[src/rtl/systolic_pkg.sv]
// Shared types and constants for the systolic array writeback path.
package systolic_pkg;

    typedef enum logic [1:0] {
        ST_IDLE  = 2'd0,
        ST_DRAIN = 2'd1,
        ST_FLUSH = 2'd2
    } wb_state_t;

    localparam int SHIFT_MAX = 20;

    // Accumulator width: full product plus 5 bits of growth headroom.
    function automatic int outcome_width(input int data_width);
        return 2 * data_width + 5;
    endfunction

endpackage

[src/rtl/systolic_requant_lane.sv]
// One output lane: round-half-up, arithmetic right shift, saturate, optional ReLU.
// Optional feature: define SYSTOLIC_WB_RELU_EN to clamp negative results to zero.
module systolic_requant_lane
    import systolic_pkg::*;
#(
    parameter int DATA_WIDTH    = 8,
    parameter int OUTCOME_WIDTH = 21
) (
    input  logic signed [OUTCOME_WIDTH-1:0] outcome,
    input  logic        [4:0]               shift,
    output logic        [DATA_WIDTH-1:0]    result
);

    localparam logic signed [OUTCOME_WIDTH:0] SAT_MAX =
        {{(OUTCOME_WIDTH+2-DATA_WIDTH){1'b0}}, {(DATA_WIDTH-1){1'b1}}};
    localparam logic signed [OUTCOME_WIDTH:0] SAT_MIN =
        {{(OUTCOME_WIDTH+2-DATA_WIDTH){1'b1}}, {(DATA_WIDTH-1){1'b0}}};

    logic signed [OUTCOME_WIDTH:0] ext;
    logic signed [OUTCOME_WIDTH:0] rnd;
    logic signed [OUTCOME_WIDTH:0] sum;
    logic signed [OUTCOME_WIDTH:0] shr;
    logic        [DATA_WIDTH-1:0]  sat;

    // One extra bit keeps the rounding add from wrapping at the positive extreme.
    always_comb begin
        ext = {outcome[OUTCOME_WIDTH-1], outcome};
        rnd = '0;
        if (shift != 5'd0)
            rnd = (OUTCOME_WIDTH+1)'(1) << (shift - 5'd1);
        sum = ext + rnd;
        shr = sum >>> shift;
        if (shr > SAT_MAX)
            sat = SAT_MAX[DATA_WIDTH-1:0];
        else if (shr < SAT_MIN)
            sat = SAT_MIN[DATA_WIDTH-1:0];
        else
            sat = shr[DATA_WIDTH-1:0];
    end

`ifdef SYSTOLIC_WB_RELU_EN
    assign result = sat[DATA_WIDTH-1] ? '0 : sat;
`else
    assign result = sat;
`endif

endmodule

[src/rtl/systolic_writeback.sv]
// Drains the systolic array one vector per cycle, requantizes and writes to output SRAM.
// Optional feature: SYSTOLIC_WB_RELU_EN enables ReLU in every requant lane.
//
// state    | meaning
// ST_IDLE  | waiting for drain_start
// ST_DRAIN | issuing matrix_index 0..ARRAY_SIZE-1, one per cycle
// ST_FLUSH | last vectors moving through the 2-stage pipeline
module systolic_writeback
    import systolic_pkg::*;
#(
    parameter int ARRAY_SIZE    = 8,
    parameter int DATA_WIDTH    = 8,
    parameter int ADDR_WIDTH    = 10,
    localparam int OUTCOME_WIDTH = outcome_width(DATA_WIDTH)
) (
    input  logic                                       clk,
    input  logic                                       srstn,
    input  logic                                       drain_start,
    input  logic        [4:0]                          shift_amt,
    input  logic        [ADDR_WIDTH-1:0]               base_addr,
    output logic        [5:0]                          matrix_index,
    input  logic signed [ARRAY_SIZE*OUTCOME_WIDTH-1:0] mul_outcome,
    output logic                                       sram_wen,
    output logic        [ADDR_WIDTH-1:0]               sram_waddr,
    output logic        [ARRAY_SIZE*DATA_WIDTH-1:0]    sram_wdata,
    output logic                                       busy,
    output logic                                       done
);

    wb_state_t                                  state;
    logic        [4:0]                          shift_q;
    logic        [ADDR_WIDTH-1:0]               base_q;
    logic                                       s1_valid;
    logic        [5:0]                          s1_idx;
    logic signed [ARRAY_SIZE*OUTCOME_WIDTH-1:0] s1_data;
    logic        [ARRAY_SIZE*DATA_WIDTH-1:0]    lane_res;

    for (genvar g = 0; g < ARRAY_SIZE; g++) begin : g_lane
        systolic_requant_lane #(
            .DATA_WIDTH   (DATA_WIDTH),
            .OUTCOME_WIDTH(OUTCOME_WIDTH)
        ) u_lane (
            .outcome(s1_data[g*OUTCOME_WIDTH +: OUTCOME_WIDTH]),
            .shift  (shift_q),
            .result (lane_res[(ARRAY_SIZE-1-g)*DATA_WIDTH +: DATA_WIDTH])
        );
    end

    always_ff @(posedge clk) begin
        if (!srstn) begin
            state        <= ST_IDLE;
            matrix_index <= '0;
            shift_q      <= '0;
            base_q       <= '0;
            s1_valid     <= 1'b0;
            s1_idx       <= '0;
            s1_data      <= '0;
            sram_wen     <= 1'b0;
            sram_waddr   <= '0;
            sram_wdata   <= '0;
            busy         <= 1'b0;
            done         <= 1'b0;
        end else begin
            done     <= 1'b0;
            s1_valid <= (state == ST_DRAIN);
            s1_idx   <= matrix_index;
            s1_data  <= mul_outcome;
            sram_wen <= s1_valid;
            if (s1_valid) begin
                sram_waddr <= base_q + ADDR_WIDTH'(s1_idx);
                sram_wdata <= lane_res;
            end
            case (state)
                ST_IDLE: begin
                    // The done cycle is still part of the previous drain.
                    if (drain_start && !done) begin
                        state        <= ST_DRAIN;
                        busy         <= 1'b1;
                        matrix_index <= '0;
                        shift_q      <= (shift_amt > 5'(SHIFT_MAX)) ? 5'(SHIFT_MAX) : shift_amt;
                        base_q       <= base_addr;
                    end
                end
                ST_DRAIN: begin
                    if (matrix_index == 6'(ARRAY_SIZE-1)) begin
                        state        <= ST_FLUSH;
                        matrix_index <= '0;
                    end else begin
                        matrix_index <= matrix_index + 6'd1;
                    end
                end
                ST_FLUSH: begin
                    if (!s1_valid) begin
                        state <= ST_IDLE;
                        busy  <= 1'b0;
                        done  <= 1'b1;
                    end
                end
                default: state <= ST_IDLE;
            endcase
        end
    end

endmodule

[config.mk]
export PLATFORM = sky130hd
export DESIGN_NAME = systolic_writeback
export DESIGN_NICKNAME = d
export VERILOG_FILES = /design/src/rtl/systolic_pkg.sv /design/src/rtl/systolic_requant_lane.sv /design/src/rtl/systolic_writeback.sv
export SDC_FILE = /design/constraint.sdc
export NUM_CORES = 1
export LEC_CHECK = 0
export CAP_MARGIN = 10
export CELL_PAD_IN_SITES_DETAIL_PLACEMENT = 2
export CELL_PAD_IN_SITES_GLOBAL_PLACEMENT = 2
export CORE_MARGIN = 2
export CORE_UTILIZATION = 35
export CTS_CLUSTER_SIZE = 16
export DETAILED_ROUTE_END_ITERATION = 10
export PLACE_DENSITY_LB_ADDON = 0.3
export REMOVE_ABC_BUFFERS = 1
export SYNTH_ARGS = -nofsm -noshare
export SYNTH_HDL_FRONTEND = slang
export SYNTH_SLANG_ARGS = --single-unit
[constraint.sdc]
create_clock -name clk -period 8.94 [get_ports clk]
set_clock_uncertainty 0.1 [all_clocks]
set_input_delay 0.894 -clock clk [delete_from_list [all_inputs] [get_ports clk]]
set_output_delay 0.894 -clock clk [all_outputs]
set_load 0.01 [all_outputs]
# Word-level counts from Yosys, hierarchy flattened
# Index checks and enable logic that the tools add are counted.
dict set report word_totals {
  regBits 275
  input_bits 186
  out_inout_bits 83
}
dict set report op_classes {
  addsub 11
  order_cmp 17
  eq_ne 6
  n_shift 9
  n_mux 29
  n_reduce_logical 11
}
# operator n
set ops {}
lappend ops {{adder 21 x 22 -> 22 bit} 8}
lappend ops {{greater-than comparator 22 x 8 -> 1 bit, second input constant} 8}
lappend ops {{less-than comparator 22 x 8 -> 1 bit, second input constant} 8}
lappend ops {{>>> shifter 22 x 5 -> 22 bit} 8}
lappend ops {{two-way mux 8 bit} 16}
lappend ops {{two-way mux 22 bit} 1}
lappend ops {{<< shifter 1 x 5 -> 22 bit, first input constant} 1}
lappend ops {{two-way mux 6 bit} 2}
lappend ops {{one-hot mux 6 bit (2 select lines)} 1}
lappend ops {{adder 10 x 6 -> 10 bit} 1}
lappend ops {{adder 6 x 1 -> 6 bit, second input constant} 1}
lappend ops {{== test 6 x 3 -> 1 bit, second input constant} 1}
lappend ops {{two-way mux 2 bit} 3}
lappend ops {{one-hot mux 2 bit (3 select lines)} 1}
lappend ops {{AND reduction 2 bit} 3}
lappend ops {{AND reduction 3 bit} 2}
lappend ops {{greater-than comparator 5 bit, second input constant} 1}
lappend ops {{two-way mux 5 bit} 1}
lappend ops {{nonzero test 5 bit} 1}
lappend ops {{subtractor 5 x 1 -> 5 bit, second input constant} 1}
lappend ops {{!= test 2 bit, second input constant} 2}
lappend ops {{nonzero test 2 bit} 2}
lappend ops {{two-way mux 1 bit} 3}
lappend ops {{== test 2 x 1 -> 1 bit, second input constant} 1}
lappend ops {{6 further kinds} 6}

# Logic depth before layout (Yosys ltp)
dict set report depth {
  depth_word 8
  ltp_mapped 28
}

# Modules after synthesis
# A second synthesis with hierarchy kept.
dict set report unflattened {
  cells_unflattened 4903
  hier_area_um2 34996.1
}
# module instances cells_per_inst area_each_um2 seq_area_each_um2
set by_module_without_submodules {}
lappend by_module_without_submodules {{systolic_requant_lane (g_lane[0].u_lane ...)} 6 522 3348.2 0.0}
lappend by_module_without_submodules {systolic_writeback 1 783 8614.5 5505.3}
lappend by_module_without_submodules {{systolic_requant_lane (g_lane[2].u_lane)} 1 523 3427.0 0.0}
lappend by_module_without_submodules {{systolic_requant_lane (g_lane[7].u_lane)} 1 465 2865.2 0.0}

# Worst setup path before layout
# OpenSTA, ideal clock, no wires.
dict set report synth_path {
  path_kind {flip-flop to flip-flop}
  startpoint {register shift_q[0]}
  endpoint {register sram_wdata[48]}
  setup_ps 125
  t_arrival_ps 7079
  slack_ps 1636
  stages_incl_launch_ff 28
  cell_sequence {dfxtp_1 > clkbuf_1 > clkbuf_1 > clkbuf_1 > buf_1 > buf_1 > clkbuf_1 > clkbuf_1 > clkbuf_1 > buf_1 > nand3_1 > nor2_1 > ha_1 > clkbuf_1 > a21o_1 > a21o_1 > a21oi_1 > o21a_1 > o22ai_1 > a211oi_1 > nor2_1 > a2111oi_4 > nand3_1 > o41a_1 > a311o_1 > or3_1 > and2_4 > o41a_1}
}
dict set report synth_via {
  elab_chain_len 8
  word_cells_on_any_way 10
  classes_between {add/sub (2); order compare (2); shift (2); mux (3); reduce/logical (1)}
}
# element line_no
set synth_lines {}
lappend synth_lines {{from (decl)} systolic_writeback.sv:31} ;# logic [4:0] shift_q;
lappend synth_lines {{from (signal assigned)} systolic_writeback.sv:80} ;# shift_q <= (shift_amt > 5'(SHIFT_MAX)) ? 5'(SHIFT_MAX) : shift_amt;
lappend synth_lines {{subtractor 5 x 1 -> 5 bit} systolic_requant_lane.sv:30} ;# rnd = (OUTCOME_WIDTH+1)'(1) << (shift - 5'd1);
lappend synth_lines {{<< shifter 1 x 5 -> 22 bit} systolic_requant_lane.sv:30}
lappend synth_lines {{two-way mux 22 bit} systolic_requant_lane.sv:29} ;# if (shift != 5'd0)
lappend synth_lines {{adder 21 x 22 -> 22 bit} systolic_requant_lane.sv:31} ;# sum = ext + rnd;
lappend synth_lines {{>>> shifter 22 x 5 -> 22 bit *} systolic_requant_lane.sv:32} ;# shr = sum >>> shift;
lappend synth_lines {{less-than comparator 22 x 8 -> 1 bit} systolic_requant_lane.sv:35} ;# else if (shr < SAT_MIN)
lappend synth_lines {{two-way mux 8 bit} systolic_requant_lane.sv:35}
lappend synth_lines {{two-way mux 8 bit *} systolic_requant_lane.sv:33} ;# if (shr > SAT_MAX)
lappend synth_lines {{to (signal assigned)} systolic_writeback.sv:71} ;# sram_wdata <= lane_res;
lappend synth_lines {{to (decl)} systolic_writeback.sv:25} ;# output logic [ARRAY_SIZE*DATA_WIDTH-1:0] sram_wdata,
# Mark *: on every way between the ends. The rest lies on a longest branch, timed or not.
# A chain may end at the register's enable or synchronous reset.

# Worst setup path after layout
dict set report layout_path {
  startpoint {register shift_q[1]}
  endpoint {register sram_wdata[52]}
}
# The elaborated chain is that of the path after synthesis.

==> run_results.csv <==
group,metric,value,unit
outcome,outcome,"completed",
critical_path,crit_path_end_kind,"register",
timing,hold_viol,0,
placed_design,placed_cells,5735,
grt,grt_pass1_wl,278000,um
synth,synth-main-ff-cell,"dfxtp_1",
critical_path,crit_buf_inv,1,
critical_path,cp_data_arrival_time,8.13,ns
synth,synth_enable_flop_cells,0,
power,swShare,42.1,%
final_layout,synthToLayoutAreaGrowth,16.1,%
synth,yosysSeqAreaShare,16.9,%
min_path,hold_path_class,"reg2reg",
clocking,cts_tree,"built",
clocking,insertion_delay,0.66,ns
timing,fin_hold_ws,0.359,ns
synth,synth_xor_area_share,5.21,%
drt,firstDrtPassIters,7,
die,rows,111,
timing,worst_pin_slew,1.46,ns
run,maxCapViolations,0,
clocking,post-cts-setup-buffers,0,
timing,post-route-period-util,85.4,%
critical_path,critPathSlowestCell,"nor4b_2",
power,combPwrFrac,39.5,%
synth,synth_top_family_by_area,"compound AO/OA/AOI/OAI gates",
power,p_switching,2110,uW
final_layout,drive_above_1_share,9.63,%
clocking,cts.hold.buffers_added,0,
final_layout,fin_cells,5812,
die,fp.dieH,309,um
clocking,ctsResizeCount,0,
synth,synth-seq-cells,275,
critical_path,cpPeakStageDelay,0.95,ns
clocking,cts_htree_levels,2,
synth,avgSynthCellArea,7.34,sq um
die,io_pins,269,
timing,finalSetupViolations,0,
synth,syn_area,0.0326,sq mm
clocking,cts.path.max_buffers,3,
critical_path,worst-path-max-fanout,39,
timing,slew_headroom,2.39,%
timing,finalCriticalPeriod,7.64,ns
drt,avgViaCountPerCell,6.75,
grt,track_usage,38.9,%
drt,wl_per_cell,32.9,um
grt,antenna_found_initial,12,
grt,grt_max_degree,133,
synth,synth.top_cell.area_share,16.9,%
clocking,clk_pin_slew,0.06,ns
power,clkPwrFrac,32.5,%
grt,first_global_vias,40400,
drt,wl,191000,um
clocking,cts_buffers,38,
power,p_seq_share,28.0,%
die,fp.dieW,309,um
timing,rsz0062_at_grt,"no",
synth,synthCells,4446,
grt,grt-ovfl-total,0,
die,initial_core_util,35.4,%
synth,ys_types,134,
placed_design,portBuffers,268,
synth,synth_compound_area_share,35.2,%
power,peakVddDrop,126,uV
power,p_per_area,133,mW/mm^2
critical_path,critPathRequiredTime,9.44,ns
synth,synth_fa_ha_area_share,6.01,%
final_layout,nets,4854,
critical_path,worstSetupPathType,"reg2reg",
final_layout,final_cell_mix,"nand2_1 (416), nor2_1 (360), a21oi_1 (309)",
die,design.die.area,0.0957,sq mm
drt,postRouteAntennaNets,0,
synth,yosys.area_share.simple,24.6,%
drt,route.detailed.drc,0,
drt,num_vias,39200,
drt,drtIter0Drc,4169,
placed_design,routabilityCongestion,1.00,
final_layout,final_common_cell,"nand2_1",
synth,yosys.area.top_type,"dfxtp_1",
clocking,cts_root_buffer,"clkbuf_16",
placed_design,hpwlAfterDp,138000,um
power,p_int,2900,uW
critical_path,crit_chain,"nor2b_4 -> buf_4 -> nand2_1 -> nor2_2 -> ha_1 -> a41oi_1 -> a21oi_1 -> a221oi_2 -> o21ai_0 -> a211oi_2 -> o2bb2a_1 -> a2bb2oi_1 -> a21o_1 -> o2111a_1 -> a31oi_1 -> nor4b_2 -> or3_1 -> o311a_1",
synth,async_flop_share,0,%
synth,synth.area.top_cells,"dfxtp_1 (17%), ha_1 (4.9%), nand2_1 (4.8%)",
die,core_area,0.0921,sq mm
timing,drv_slew,0,
synth,synthMuxAreaShare,6.47,%
critical_path,cp-start-kind,"register",
clocking,clock-sinks,275,
timing,max_freq,131,MHz
power,leakagePower,0.0146,uW
synth,yosys_warnings,0,
critical_path,cp_top_family,"compound AO/OA/AOI/OAI gates",
[cell families (layout without fill, tap and decap cells)]
family	count (synthesis)	count (layout)
AO/OA/AOI/OAI	1617	1617
AND/OR/NAND/NOR	1598	1598
buffers and inverters	442	557
flip-flops	275	275
XOR/XNOR	189	189
multiplexers	170	170
adder cells (fa/ha/maj)	155	155
other	0	8
[stage by stage]
stage,worst slack [ns],setup TNS (ns),utilization [%],area (sq um),total power [uW]
3_3_place_gp,1.73,0,39.7,36600,3290
6_report,1.30,0,41.1,37900,5020
2_1_floorplan,-4.76,-240.11,-,31100,2480
5_1_grt,1.11,0,41.1,37800,5190
4_1_cts,1.58,0,41.1,37800,4980
3_5_place_dp,1.64,0,39.7,36600,3320
[layer usage]
layer / GRT usage [%] / vias up / part of all wire [%]
met5: 0 / - / 0.043
met1: 49.7 / 19900 / 41
li1: - / 17000 / -
met2: 59.7 / 1810 / 43
met3: 8.09 / 590 / 8.7
met4: 24.5 / 12 / 6.8
[final cells by class]
type	instances	area [sq um]
repair buffers	394	3680
clock buffers	52	1050
fillers	10800	54200
well taps	1243	1560
diodes	8	20.0
inverters	94	359
multi-input cells	3729	25400
flip-flops and latches	275	5530
clock inverters	17	229
[synthesized netlist by cell type (55+ instances only)]
| cell type | instances |
|---|---|
| xnor2_1 | 129 |
| nor3_1 | 114 |
| inv_1 | 90 |
| a21o_1 | 95 |
| xor2_1 | 55 |
| o21ai_0 | 263 |
| ha_1 | 127 |
| clkbuf_1 | 243 |
| dfxtp_1 | 275 |
| a31oi_1 | 66 |
| o211ai_1 | 94 |
| nand3_1 | 90 |
| mux2i_1 | 108 |
| nand2_1 | 416 |
| a21oi_1 | 309 |
| and2_1 | 219 |
| nor2_1 | 390 |
| a211oi_1 | 118 |
[final timing paths]
kind,start,endpoint,slack [ns],depth (start not counted)
max,shift_q[1]$_SDFFE_PN0P_,sram_wdata[52]$_SDFFE_PN0P_,1.30,18
min,sram_wdata[1]$_SDFFE_PN0P_,sram_wdata[1]$_SDFFE_PN0P_,0.36,1
max reg2reg,shift_q[1]$_SDFFE_PN0P_,sram_wdata[52]$_SDFFE_PN0P_,1.30,18
min reg2reg,sram_wdata[1]$_SDFFE_PN0P_,sram_wdata[1]$_SDFFE_PN0P_,0.36,1
[power groups by stage]
| stage | combinational (uW) | clock (uW) | sequential [uW] |
|---|---|---|---|
| detailed placement | 1900 | 0 | 1420 |
| global placement | 1860 | 0 | 1420 |
| finish | 1980 | 1630 | 1400 |
| floorplan | 1060 | 0 | 1420 |
| CTS | 1910 | 1670 | 1400 |
| global route | 2070 | 1710 | 1410 |
[state kept, by name, summed over array words and instances (netlist names), 2 cells and up]
signal / count
matrix_index: 6
s1_idx: 6
shift_q: 5
s1_data: 168
base_q: 10
sram_wdata: 64
sram_waddr: 10
state: 2
[worst reg2reg max path, cell delays in order (launching register included)]
cell       delay (ns)
dfxtp_4          0.74
nor2b_4          0.25
buf_4            0.39
nand2_1          0.33
nor2_2           0.79
ha_1             0.53
a41oi_1          0.30
a21oi_1          0.16
a221oi_2         0.50
o21ai_0          0.19
a211oi_2         0.67
o2bb2a_1         0.37
a2bb2oi_1        0.37
a21o_1           0.22
o2111a_1         0.19
a31oi_1          0.11
nor4b_2          0.95
or3_1            0.24
o311a_1          0.18
Power figures use the tool's default switching activity.
